--- src/rtl/layer_feed_ctrl_pkg.sv ---
// rtl/layer_feed_ctrl_pkg.sv - shared types, constants and row helpers for layer_feed_ctrl
package layer_feed_ctrl_pkg;

    localparam int ROW_W            = 7;
    localparam int DEF_SCROLL_TICKS = 150;

    // Galois mask for x^16 + x^14 + x^13 + x^11 + 1 (right-shifting form)
    localparam logic [15:0] LFSR_TAPS = 16'hB400;

    typedef enum logic [2:0] {
        S_INIT,
        S_IDLE,
        S_ARM,
        S_SCROLL,
        S_SETTLE
    } state_t;

    typedef struct packed {
        logic [0:ROW_W-1] map;
        logic [0:ROW_W-1] btype;
    } row_t;

    function automatic logic [15:0] lfsr_step(input logic [15:0] cur);
        logic [15:0] nxt;
        nxt = cur >> 1;
        if (cur[0]) begin
            nxt = nxt ^ LFSR_TAPS;
        end
        return nxt;
    endfunction

    // Guarantees the candidate row touches the previous row or one of its
    // horizontal neighbours; otherwise the block at the lowest index of the
    // previous row is forced in so the player always has a landing spot.
    function automatic logic [0:ROW_W-1] reach_fix(input logic [0:ROW_W-1] cand,
                                                   input logic [0:ROW_W-1] prev);
        logic [0:ROW_W-1] reach;
        logic [0:ROW_W-1] lowest;
        reach  = prev | (prev << 1) | (prev >> 1);
        lowest = '0;
        for (int i = ROW_W - 1; i >= 0; i--) begin
            if (prev[i]) begin
                lowest    = '0;
                lowest[i] = 1'b1;
            end
        end
        if ((cand & reach) == '0) begin
            return cand | lowest;
        end
        return cand;
    endfunction

    function automatic row_t gen_row(input logic [15:0] lfsr, input logic [0:ROW_W-1] prev);
        row_t r;
        r.map   = reach_fix(lfsr[ROW_W-1:0], prev);
        r.btype = lfsr[2*ROW_W-1:ROW_W] & r.map;
        return r;
    endfunction

endpackage

--- src/rtl/layer_feed_ctrl_row_lfsr_gen.sv ---
// rtl/layer_feed_ctrl_row_lfsr_gen.sv - LFSR and reachable candidate row generator
// Purpose: free-running 16-bit Galois LFSR (held while en_i is low) and the
//          combinational candidate row derived from it and the previous row.
// Ports:   clk_i, rst_i (sync, active-high), en_i advance enable,
//          prev_row_i last row handed to the layer chain,
//          row_map_o / row_type_o candidate map and block type (type subset of map).
module row_lfsr_gen
    import layer_feed_ctrl_pkg::*;
#(
    parameter logic [15:0] LFSR_SEED = 16'hACE1
) (
    input  logic             clk_i,
    input  logic             rst_i,
    input  logic             en_i,
    input  logic [0:ROW_W-1] prev_row_i,
    output logic [0:ROW_W-1] row_map_o,
    output logic [0:ROW_W-1] row_type_o
);

    logic [15:0] lfsr_q;
    logic [15:0] lfsr_d;
    row_t        row;

    always_comb begin
        lfsr_d = lfsr_q;
        if (en_i) begin
            lfsr_d = lfsr_step(lfsr_q);
        end
    end

    always_ff @(posedge clk_i) begin
        if (rst_i) begin
            lfsr_q <= LFSR_SEED;
        end else begin
            lfsr_q <= lfsr_d;
        end
    end

    assign row        = gen_row(lfsr_q, prev_row_i);
    assign row_map_o  = row.map;
    assign row_type_o = row.btype;

endmodule

--- src/rtl/layer_feed_ctrl.sv ---
// rtl/layer_feed_ctrl.sv - row feeder and scroll sequencer for the shift_layer chain
// Purpose: fills the layer chain after reset, then per scroll request presents
//          a new top row, pulses start and times the scroll window.
// Ports:   clk, rst (sync, active-high), module_en global hold, one_ms_tick strobe,
//          scroll_req from game FSM; load/start pulses, layer_map/block_type row,
//          init_done, scroll_busy, scroll_done back to the game FSM.
module layer_feed_ctrl
    import layer_feed_ctrl_pkg::*;
#(
    parameter logic [15:0] LFSR_SEED    = 16'hACE1,
    parameter int          N_LAYERS     = 5,
    parameter int          SCROLL_TICKS = DEF_SCROLL_TICKS
) (
    input  logic             clk,
    input  logic             rst,
    input  logic             module_en,
    input  logic             one_ms_tick,
    input  logic             scroll_req,
    output logic             load,
    output logic             start,
    output logic [0:ROW_W-1] layer_map,
    output logic [0:ROW_W-1] block_type,
    output logic             init_done,
    output logic             scroll_busy,
    output logic             scroll_done
);

    localparam logic [2:0] LAST_LAYER = 3'(N_LAYERS);
    localparam logic [7:0] TICK_END   = 8'(SCROLL_TICKS);
    localparam logic [0:ROW_W-1] FULL_ROW = '1;

    state_t           state_q, state_d;
    logic [2:0]       init_cnt_q, init_cnt_d;
    logic             init_ph_q, init_ph_d;
    logic             settle_q, settle_d;
    logic [7:0]       tick_cnt_q, tick_cnt_d;
    logic [7:0]       tick_inc;
    logic [0:ROW_W-1] prev_row_q, prev_row_d;
    logic [0:ROW_W-1] map_q, map_d;
    logic [0:ROW_W-1] type_q, type_d;
    logic             load_q, load_d;
    logic             start_q, start_d;
    logic             busy_q, busy_d;
    logic             done_q, done_d;
    logic             init_done_q, init_done_d;
    logic [0:ROW_W-1] gen_map;
    logic [0:ROW_W-1] gen_type;

    row_lfsr_gen #(
        .LFSR_SEED (LFSR_SEED)
    ) u_gen (
        .clk_i      (clk),
        .rst_i      (rst),
        .en_i       (module_en),
        .prev_row_i (prev_row_q),
        .row_map_o  (gen_map),
        .row_type_o (gen_type)
    );

    assign tick_inc = tick_cnt_q + 8'd1;

    always_comb begin
        state_d     = state_q;
        init_cnt_d  = init_cnt_q;
        init_ph_d   = init_ph_q;
        settle_d    = settle_q;
        tick_cnt_d  = tick_cnt_q;
        prev_row_d  = prev_row_q;
        map_d       = map_q;
        type_d      = type_q;
        busy_d      = busy_q;
        init_done_d = init_done_q;
        // pulses never stretch, even while the block is held
        load_d      = 1'b0;
        start_d     = 1'b0;
        done_d      = 1'b0;

        if (module_en) begin
            case (state_q)
                S_INIT: begin
                    // init_ph_q=0: load the row on the bus; =1: present the next row
                    if (!init_ph_q) begin
                        load_d     = 1'b1;
                        prev_row_d = map_q;
                        init_cnt_d = init_cnt_q + 3'd1;
                        init_ph_d  = 1'b1;
                    end else begin
                        init_ph_d = 1'b0;
                        if (init_cnt_q == LAST_LAYER) begin
                            init_done_d = 1'b1;
                            state_d     = S_IDLE;
                        end else begin
                            map_d  = gen_map;
                            type_d = gen_type;
                        end
                    end
                end
                S_IDLE: begin
                    if (scroll_req) begin
                        map_d      = gen_map;
                        type_d     = gen_type;
                        prev_row_d = gen_map;
                        state_d    = S_ARM;
                    end
                end
                S_ARM: begin
                    start_d    = 1'b1;
                    busy_d     = 1'b1;
                    tick_cnt_d = '0;
                    state_d    = S_SCROLL;
                end
                S_SCROLL: begin
                    // a tick in the same cycle as the start pulse belongs to the previous window
                    if (one_ms_tick && !start_q) begin
                        tick_cnt_d = tick_inc;
                        if (tick_inc == TICK_END) begin
                            settle_d = 1'b0;
                            state_d  = S_SETTLE;
                        end
                    end
                end
                S_SETTLE: begin
                    // two cycles for the layers to reach their end state and latch
                    if (settle_q) begin
                        settle_d = 1'b0;
                        done_d   = 1'b1;
                        busy_d   = 1'b0;
                        state_d  = S_IDLE;
                    end else begin
                        settle_d = 1'b1;
                    end
                end
                default: begin
                    state_d = S_INIT;
                end
            endcase
        end
    end

    always_ff @(posedge clk) begin
        if (rst) begin
            state_q     <= S_INIT;
            init_cnt_q  <= '0;
            init_ph_q   <= 1'b0;
            settle_q    <= 1'b0;
            tick_cnt_q  <= '0;
            prev_row_q  <= FULL_ROW;
            map_q       <= FULL_ROW;
            type_q      <= '0;
            load_q      <= 1'b0;
            start_q     <= 1'b0;
            busy_q      <= 1'b0;
            done_q      <= 1'b0;
            init_done_q <= 1'b0;
        end else begin
            state_q     <= state_d;
            init_cnt_q  <= init_cnt_d;
            init_ph_q   <= init_ph_d;
            settle_q    <= settle_d;
            tick_cnt_q  <= tick_cnt_d;
            prev_row_q  <= prev_row_d;
            map_q       <= map_d;
            type_q      <= type_d;
            load_q      <= load_d;
            start_q     <= start_d;
            busy_q      <= busy_d;
            done_q      <= done_d;
            init_done_q <= init_done_d;
        end
    end

    assign load        = load_q;
    assign start       = start_q;
    assign layer_map   = map_q;
    assign block_type  = type_q;
    assign init_done   = init_done_q;
    assign scroll_busy = busy_q;
    assign scroll_done = done_q;

endmodule

--- config.mk ---
export PLATFORM = sky130hd
export DESIGN_NAME = layer_feed_ctrl
export DESIGN_NICKNAME = d
export VERILOG_FILES = /design/src/rtl/layer_feed_ctrl_pkg.sv /design/src/rtl/layer_feed_ctrl_row_lfsr_gen.sv /design/src/rtl/layer_feed_ctrl.sv
export SDC_FILE = /design/constraint.sdc
export NUM_CORES = 1
export LEC_CHECK = 0
export CAP_MARGIN = 20
export CELL_PAD_IN_SITES_DETAIL_PLACEMENT = 1
export CELL_PAD_IN_SITES_GLOBAL_PLACEMENT = 2
export CORE_ASPECT_RATIO = 1.5
export CORE_MARGIN = 2
export CORE_UTILIZATION = 37
export CTS_CLUSTER_SIZE = 24
export DETAILED_ROUTE_END_ITERATION = 12
export PLACE_DENSITY = 0.83
export SLEW_MARGIN = 15
export SYNTH_ARGS = -nofsm -noshare
export SYNTH_HDL_FRONTEND = slang
export SYNTH_SLANG_ARGS = --single-unit
--- constraint.sdc ---
create_clock -name clk -period 4.4 [get_ports clk]
set_input_delay 1.32 -clock clk [delete_from_list [all_inputs] [get_ports clk]]
set_output_delay 1.32 -clock clk [all_outputs]
set_load 0.02 [all_outputs]
==> metrics.yaml, run 1 <==
syn_avg_cell_area_um2: 8.378
grt-busiest-layer: "met2"
design_area_um2: 3304
postCtsSetupBuffers: 0
fin_nets: 354
yosysMostFrequentCell: "dfxtp_1"
timing.setup.tns_ns: 0
powerDensity_nw_per_um2: 394.6
r2r_slack_ns: 1.77
syn_nets: 338
post-synth-top-area-fraction_pct: 42.12
ys_async_sr_fraction_pct: 0
cts_buffer_depth: 2
synth.distinct_cells: 47
num_vias: 2438
ios: 24
critPathLaunch: "module_en"
setup_viol: 0
ant_nets: 0
place_inst: 434
antenna_found_initial: 0
diodes: 0
coreArea_um2: 7227
yosysSeqAreaShare_pct: 42.12
hold_violations: 0
globalplace.congestion: 0.7632
dieArea_um2: 8171
cts_made_buffers: 9
h-tree-depth: 3
die_x_um: 74.48
crit_required_ns: 4.68
r2r_cells: 5
grt_start_max_net_pins: 35
fin_cells: 450
dp_hpwl_um: 5103
status: "finished clean"
yosysTopAreaCell: "dfxtp_1"
rsz0062_at_grt: "no"
initial_core_util_pct: 38.14
port_buffers: 23
critPathCapture: "tick_cnt_q[2]"
timing.final.crit_share_pct: 65.45
path_class: "in2reg"
initialDrtViolationCount: 76
synth-edff-count: 0
grtUsageTotal_pct: 19.77
maxSlewHeadroom_pct: 29.92
firstDrtPassIters: 4
cts_tree: "yes"
cts_sinks: 58
area_delta_synth_final_pct: 19.88
num_rows: 38
syn_area_um2: 2756
routed_wl_um: 7306
drc: 0
placedInstanceArea_um2: 3053
reg2reg_from: "state_q[0]"
fmax_ghz: 0.3472
grt_util_met1_pct: 20.23
synth.area.top_cells: "dfxtp_1 (42%), nor2_1 (6.1%), mux2i_1 (5.4%), a21oi_1 (4.7%), nand2_1 (2.9%)"
finalClockSkew_ns: 0.008819
cts_root_buf: "clkbuf_8"
hold_class: "reg2reg"
clk_latency_ns: 0.35
clkTransAtPathRegs_ns: 0.07
ctsResizeCount: 0
synth_ff_type: "dfxtp_1"
fin_crit_ns: 2.880
yosys_warnings: 0
r2r-end: "prev_row_q[2]"
cp_max_fo: 10
syn_inst: 329
routedWlPerCell_um: 16.24
use_met2_pct: 36.73
synth_seq_cells: 58
cp.arrival_ns: 3.16
grt_pass1_vias: 2532
endpoint_kind: "flip-flop"
timing_worst_slew_pin_value_ns: 1.047
use_met3_pct: 5.591
holdBufCountCts: 0
ir_drop_uv: 230.0
timing.hold.ws_ns: 0.4566
synthTopCellsByCount: "dfxtp_1 (58), nor2_1 (45), a21oi_1 (26)"
start_kind: "input pin"
vias_per_cell: 5.418
post_route_cells_drive_above_1_share_pct: 8.857
drv_slew: 0
grt_pass1_wl_um: 12050
grt-ovfl-total: 0
p_leak_nw: 1.217
max_cap_violations: 0
die_h_um: 109.7
[power breakdown]
group | switching, mW | internal [mW] | total [mW]
Sequential | 0.0260 | 0.548 | 0.574
Combinational | 0.0565 | 0.0469 | 0.103
Clock | 0.222 | 0.405 | 0.627
Total | 0.304 | 1.00 | 1.30
[layout by cell type (no fill, tap or decap), drive strengths merged, types with 4 or more instances in the layout]
| master | instances |
|---|---|
| nand3 | 12 |
| nor3 | 15 |
| a211o | 7 |
| inv | 9 |
| o21bai | 5 |
| clkdlybuf4s50 | 22 |
| buf | 5 |
| a21oi | 26 |
| dfxtp | 58 |
| a21o | 5 |
| ha | 4 |
| o21ai | 12 |
| mux2i | 15 |
| xnor2 | 6 |
| clkbuf | 11 |
| nand2 | 21 |
| nor2 | 45 |
| nor3b | 4 |
| nand2b | 5 |
| or3 | 4 |
| nor2b | 9 |
| o31ai | 6 |
[cell families (layout without fill, tap and decap cells)]
family	after synthesis	after routing	synth area share [%]
XOR/XNOR	8	8	2.542
flip-flops	58	58	42.12
AND/OR/NAND/NOR	133	133	24.06
AO/OA/AOI/OAI	80	80	19.57
adder cells (fa/ha/maj)	4	4	1.816
buffers and inverters	31	52	4.448
multiplexers	15	15	5.447
[layer usage]
| metal | vias to the layer above | share of wire, % |
|---|---|---|
| li1 | 1205 | - |
| met1 | 1205 | 40 |
| met2 | 19 | 56 |
| met5 | - | 0 |
| met3 | 9 | 2.1 |
| met4 | 0 | 1.7 |
[layout make-up]
cell class / count / area [um2]
Clock buffer: 11 / 151.4
Clock inverter: 5 / 100.1
Fill cell: 872 / 3923
Inverter: 9 / 33.78
Multi-Input combinational cell: 240 / 1478
Sequential cell: 58 / 1161
Tap cell: 100 / 125.1
Timing Repair Buffer: 27 / 255.2
[worst min path at each step]
stage / cells after the start / endpoint / start
CTS: 2 / block_type[5] / block_type[5]
floorplan: 2 / scroll_done / settle_q
global route: 2 / block_type[3] / block_type[3]
detailed placement: 2 / block_type[5] / block_type[5]
finish: 2 / block_type[5] / block_type[5]
global placement: 2 / block_type[4] / block_type[4]
[worst max-delay path, cell delays in order]
cell and delay (ns):
clkdlybuf4s50_1 0.53, nand2b_1 0.16, a211o_1 0.43, or4_2 0.56, a21oi_1 0.15
[through the flow]
stage	utilization, %	setup WS (ns)	power (mW)
detailed placement	42.24	1.135	0.6893
floorplan	-	1.774	0.6508
global placement	42.24	1.167	0.6858
global route	45.72	1.415	1.359
CTS	45.72	1.522	1.319
finish	45.72	1.520	1.304
[sequential cells by signal (all words and copies together) (netlist names)]
register	cells
u_gen.lfsr_q	16
tick_cnt_q	8
block_type	7
layer_map	7
prev_row_q	7
init_cnt_q	3
state_q	3
init_done	1
init_ph_q	1
load	1
scroll_busy	1
scroll_done	1
settle_q	1
start	1
(Power assumes the default switching activity.)
==> run 2: changes to the inputs <==
- CORE_UTILIZATION: 37 -> 35
- PLACE_DENSITY: 0.83 -> 0.79
- clock period: 4.4 -> 3 ns (I/O delays scaled with it)
==> metrics.yaml, run 2 (synthesis results as in run 1) <==
clk_latency_ns: 0.33
dieArea_um2: 8616
antenna_found_initial: 0
endpoint_kind: "flip-flop"
finalClockSkew_ns: 0.005092
port_buffers: 23
timing_worst_slew_pin_value_ns: 0.5297
vias_per_cell: 5.360
critPathLaunch: "module_en"
h-tree-depth: 3
crit_buf_inv: 2
cts_sinks: 58
area_delta_synth_final_pct: 21.83
critPathCapture: "state_q[0]"
crit_chain: "clkdlybuf4s50_1 -> inv_1 -> a41o_1 -> nor3_1 -> mux2i_1 -> a311oi_1"
top_regs: "u_gen.lfsr_q (16), tick_cnt_q (8)"
postCtsSetupBuffers: 0
r2r_slack_ns: 0.96
routed_wl_um: 7281
coreArea_um2: 7612
timing.setup.tns_ns: 0
drc: 0
diodes: 0
cts_buffer_depth: 2
dp_hpwl_um: 5136
layout_common_cells: "dfxtp_1 (58), nor2_1 (45), a21oi_1 (26), clkdlybuf4s50_1 (22), nand2_1 (21)"
p_sw_share_pct: 24.20
num_rows: 39
path_class: "in2reg"
globalplace.congestion: 0.7696
max_cap_violations: 0
status: "finished clean"
crit_required_ns: 3.24
cts_tree: "yes"
timing.final.crit_share_pct: 78.34
comb_power_share_pct: 8.4
firstDrtPassIters: 4
die_x_um: 76.46
ant_nets: 0
nFillCells: 929
holdBufCountCts: 0
clkPwrFrac_pct: 46.8
grt_pass1_wl_um: 12260
cp_top_family: "buffers and inverters"
cp_slowest_stage_delay_ns: 0.55
start_kind: "input pin"
ios: 24
initial_core_util_pct: 36.21
seqPwrFrac_pct: 44.8
regMostFlops: "u_gen.lfsr_q"
timing.hold.ws_ns: 0.4500
drv_slew: 0
p_leak_nw: 1.246
p_int_mw: 1.424
clkTransAtPathRegs_ns: 0.05
slowest_stage: "clkdlybuf4s50_1"
final_common_cell: "dfxtp_1"
grtUsageTotal_pct: 18.13
hold_violations: 0
cts_root_buf: "clkbuf_16"
hold_class: "reg2reg"
grt_pass1_vias: 2494
reg2reg_from: "state_q[1]"
fin_crit_ns: 2.350
maxSlewHeadroom_pct: 64.64
netSwitchingPower_uw: 454.6
die_h_um: 112.7
fin_nets: 359
grt_start_max_net_pins: 48
post_route_cells_drive_above_1_share_pct: 9.322
powerDensity_nw_per_um2: 559.4
hold_depth: 2
cp_num_cells: 6
final_util_pct: 44.12
initialDrtViolationCount: 70
ir_drop_uv: 332.4
ctsResizeCount: 0
r2r-end: "tick_cnt_q[7]"
grt-ovfl-total: 0
largest_reg_flops: 16
cp.arrival_ns: 2.59
fmax_ghz: 0.4255
routedWlPerCell_um: 15.97
setup_viol: 0
rsz0062_at_grt: "no"
cts_made_buffers: 9
num_vias: 2444
cp_max_fo: 6
r2r_cells: 4
[run 2: cell count changes in the layout (fill, tap and decap cells not counted)]
cell / before / now
clkbuf_8: 11 / 0
clkbuf_16: 0 / 9
buf_4: 4 / 8
bufinv_16: 3 / 0
clkbuf_1: 0 / 2
clkinv_2: 2 / 4
buf_12: 0 / 1
[run 2: worst register-to-register path: cells and delay by family (launching register included)]
kind | cells | cell delay [ns]
AOI/OAI and AO/OA | 1 | 0.15
DFF | 1 | 0.65
and+or+nand+nor | 3 | 1.18
[run 2: worst min path at each step]
stage | from | to
6_report | block_type[5] | block_type[5]
5_1_grt | block_type[6] | block_type[6]
4_1_cts | block_type[5] | block_type[5]
3_5_place_dp | block_type[5] | block_type[5]
3_3_place_gp | block_type[6] | block_type[6]
2_1_floorplan | settle_q | scroll_done
[run 2: routing by layer]
metal	track usage [%]	vias up	routed length, um
li1	-	1216	-
met1	19.55	1196	3055
met2	32.74	22	3910
met3	5.386	10	178
met4	7.636	0	137
met5	0	-	0
[run 2: power by group through the flow]
stage / logic [mW] / clock network, mW / registers [mW]
detailed placement: 0.159 / 0 / 0.857
global placement: 0.155 / 0 / 0.857
floorplan: 0.101 / 0 / 0.854
global route: 0.176 / 0.944 / 0.847
finish: 0.157 / 0.879 / 0.842
CTS: 0.160 / 0.908 / 0.842
[run 2: layout make-up]
class,instances,area (um2),area share (%)
Tap cell,102,127.6,3.800
Timing Repair Buffer,32,305.3,9.091
Multi-Input combinational cell,240,1478,44.00
Inverter,9,33.78,1.006
Clock buffer,11,232.7,6.930
Clock inverter,4,20.02,0.5961
Sequential cell,58,1161,34.58
[run 2: through the flow]
stage               instances  worst slack (ns)  cell area [um2]  power (mW)
detailed placement        441            0.2731             3105       1.016
global placement          441            0.3416             3105       1.011
floorplan                 329            0.7935             2756      0.9544
finish                    456            0.6498             3358       1.879
CTS                       456            0.6372             3358       1.910
global route              456            0.4268             3358       1.968
==> run 3: changes to the inputs <==
- clock period: 3 -> 2.2 ns (I/O delays scaled with it)
==> metrics.yaml, run 3 (synthesis results as in run 1) <==
max_cap_violations: 0
grt_pass1_wl_um: 12530
comb_power_share_pct: 8.9
endpoint_kind: "flip-flop"
clkPwrFrac_pct: 46.6
die_x_um: 76.46
cts_sinks: 58
vias_per_cell: 5.438
dp_hpwl_um: 5416
grt_pass1_vias: 2602
clk_latency_ns: 0.33
cts_buffer_depth: 2
start_kind: "input pin"
ir_drop_uv: 410.4
ctsResizeCount: 0
diodes: 0
antenna_found_initial: 0
cts_tree: "yes"
h-tree-depth: 3
holdBufCountCts: 0
path_class: "in2reg"
fin_nets: 373
layout_common_cells: "dfxtp_1 (58), nor2_1 (45), a21oi_1 (26), clkdlybuf4s50_1 (22)"
clkTransAtPathRegs_ns: 0.05
seqPwrFrac_pct: 44.5
nFillCells: 948
r2r_slack_ns: 0.20
coreArea_um2: 7612
powerDensity_nw_per_um2: 742.4
timing.hold.ws_ns: 0.4517
postCtsSetupBuffers: 0
rsz0062_at_grt: "no"
timing.final.crit_share_pct: 91.77
netSwitchingPower_uw: 627.1
initial_core_util_pct: 36.21
drc: 0
place_inst: 455
ant_nets: 0
grt-ovfl-total: 0
drv_slew: 0
cp_max_fo: 10
ios: 24
final_common_cell: "dfxtp_1"
routedWlPerCell_um: 15.74
grtUsageTotal_pct: 18.78
fin_crit_ns: 2.019
timing.setup.tns_ns: 0
p_int_mw: 1.953
routed_wl_um: 7397
hold_class: "reg2reg"
globalplace.congestion: 0.7888
largest_reg_flops: 16
initialDrtViolationCount: 64
cts_made_buffers: 9
maxSlewHeadroom_pct: 61.06
dieArea_um2: 8616
regMostFlops: "u_gen.lfsr_q"
post_route_cells_drive_above_1_share_pct: 12.77
die_h_um: 112.7
fmax_ghz: 0.4953
port_buffers: 23
finalClockSkew_ns: 0.004283
num_vias: 2556
num_rows: 39
timing_worst_slew_pin_value_ns: 0.5841
p_leak_nw: 1.322
top_regs: "u_gen.lfsr_q (16), tick_cnt_q (8)"
cp.arrival_ns: 2.22
status: "finished clean"
cts_root_buf: "clkbuf_16"
firstDrtPassIters: 4
grt_start_max_net_pins: 30
fin_cells: 470
setup_viol: 0
p_sw_share_pct: 24.30
area_delta_synth_final_pct: 26.10
hold_violations: 0
crit_required_ns: 2.40
==> run 3: power by group through the flow <==
stage | Sequential [mW] | Combinational [mW] | Clock (mW)
after floorplan | 1.16 | 0.137 | 0
after global placement | 1.17 | 0.226 | 0
after detailed placement | 1.17 | 0.233 | 0
after CTS | 1.15 | 0.235 | 1.25
after global routing | 1.15 | 0.255 | 1.30
final | 1.15 | 0.230 | 1.20
==> run 3: final cells by class <==
type	instances	area [um2]	share of cell area (%)
timing repair buffer	46	422.9	12.17
clock inverter	4	20.02	0.5760
tap	102	127.6	3.672
inverter	9	33.78	0.9719
sequential	58	1161	33.41
clock buffer	11	232.7	6.695
multi-input combinational	240	1478	42.51
==> run 3: critical path, cell delays in order <==
cell and delay, ns:
clkdlybuf4s50_1 0.53, nor3b_1 0.29, o21ai_0 0.19, buf_4 0.21, a211oi_1 0.23, o21ai_0 0.12
==> run 3: layer usage <==
layer / track usage (%) / wire, um / up-vias
li1: - / - / 1240
met1: 19.42 / 2887 / 1262
met2: 33.98 / 4138 / 35
met3: 5.707 / 169 / 19
met4: 9.576 / 201 / 0
met5: 0 / 0 / -
==> run 3: final timing paths <==
check | depth (start not counted) | start | endpoint
worst max-delay path | 6 | module_en | prev_row_q[2]
worst min register to register | 2 | block_type[6] | block_type[6]
worst max register to register | 5 | tick_cnt_q[0] | state_q[2]
worst min-delay path | 2 | block_type[6] | block_type[6]
==> run 3: metrics by stage <==
stage	setup slack [ns]	instance area, um2	power [mW]	util, %
6_report	0.1810	3476	2.580	45.66
2_1_floorplan	0.2335	2756	1.302	-
5_1_grt	0.03015	3476	2.707	45.66
3_5_place_dp	-0.1658	3223	1.401	42.34
4_1_cts	0.1772	3476	2.634	45.66
3_3_place_gp	-0.09719	3223	1.393	42.34
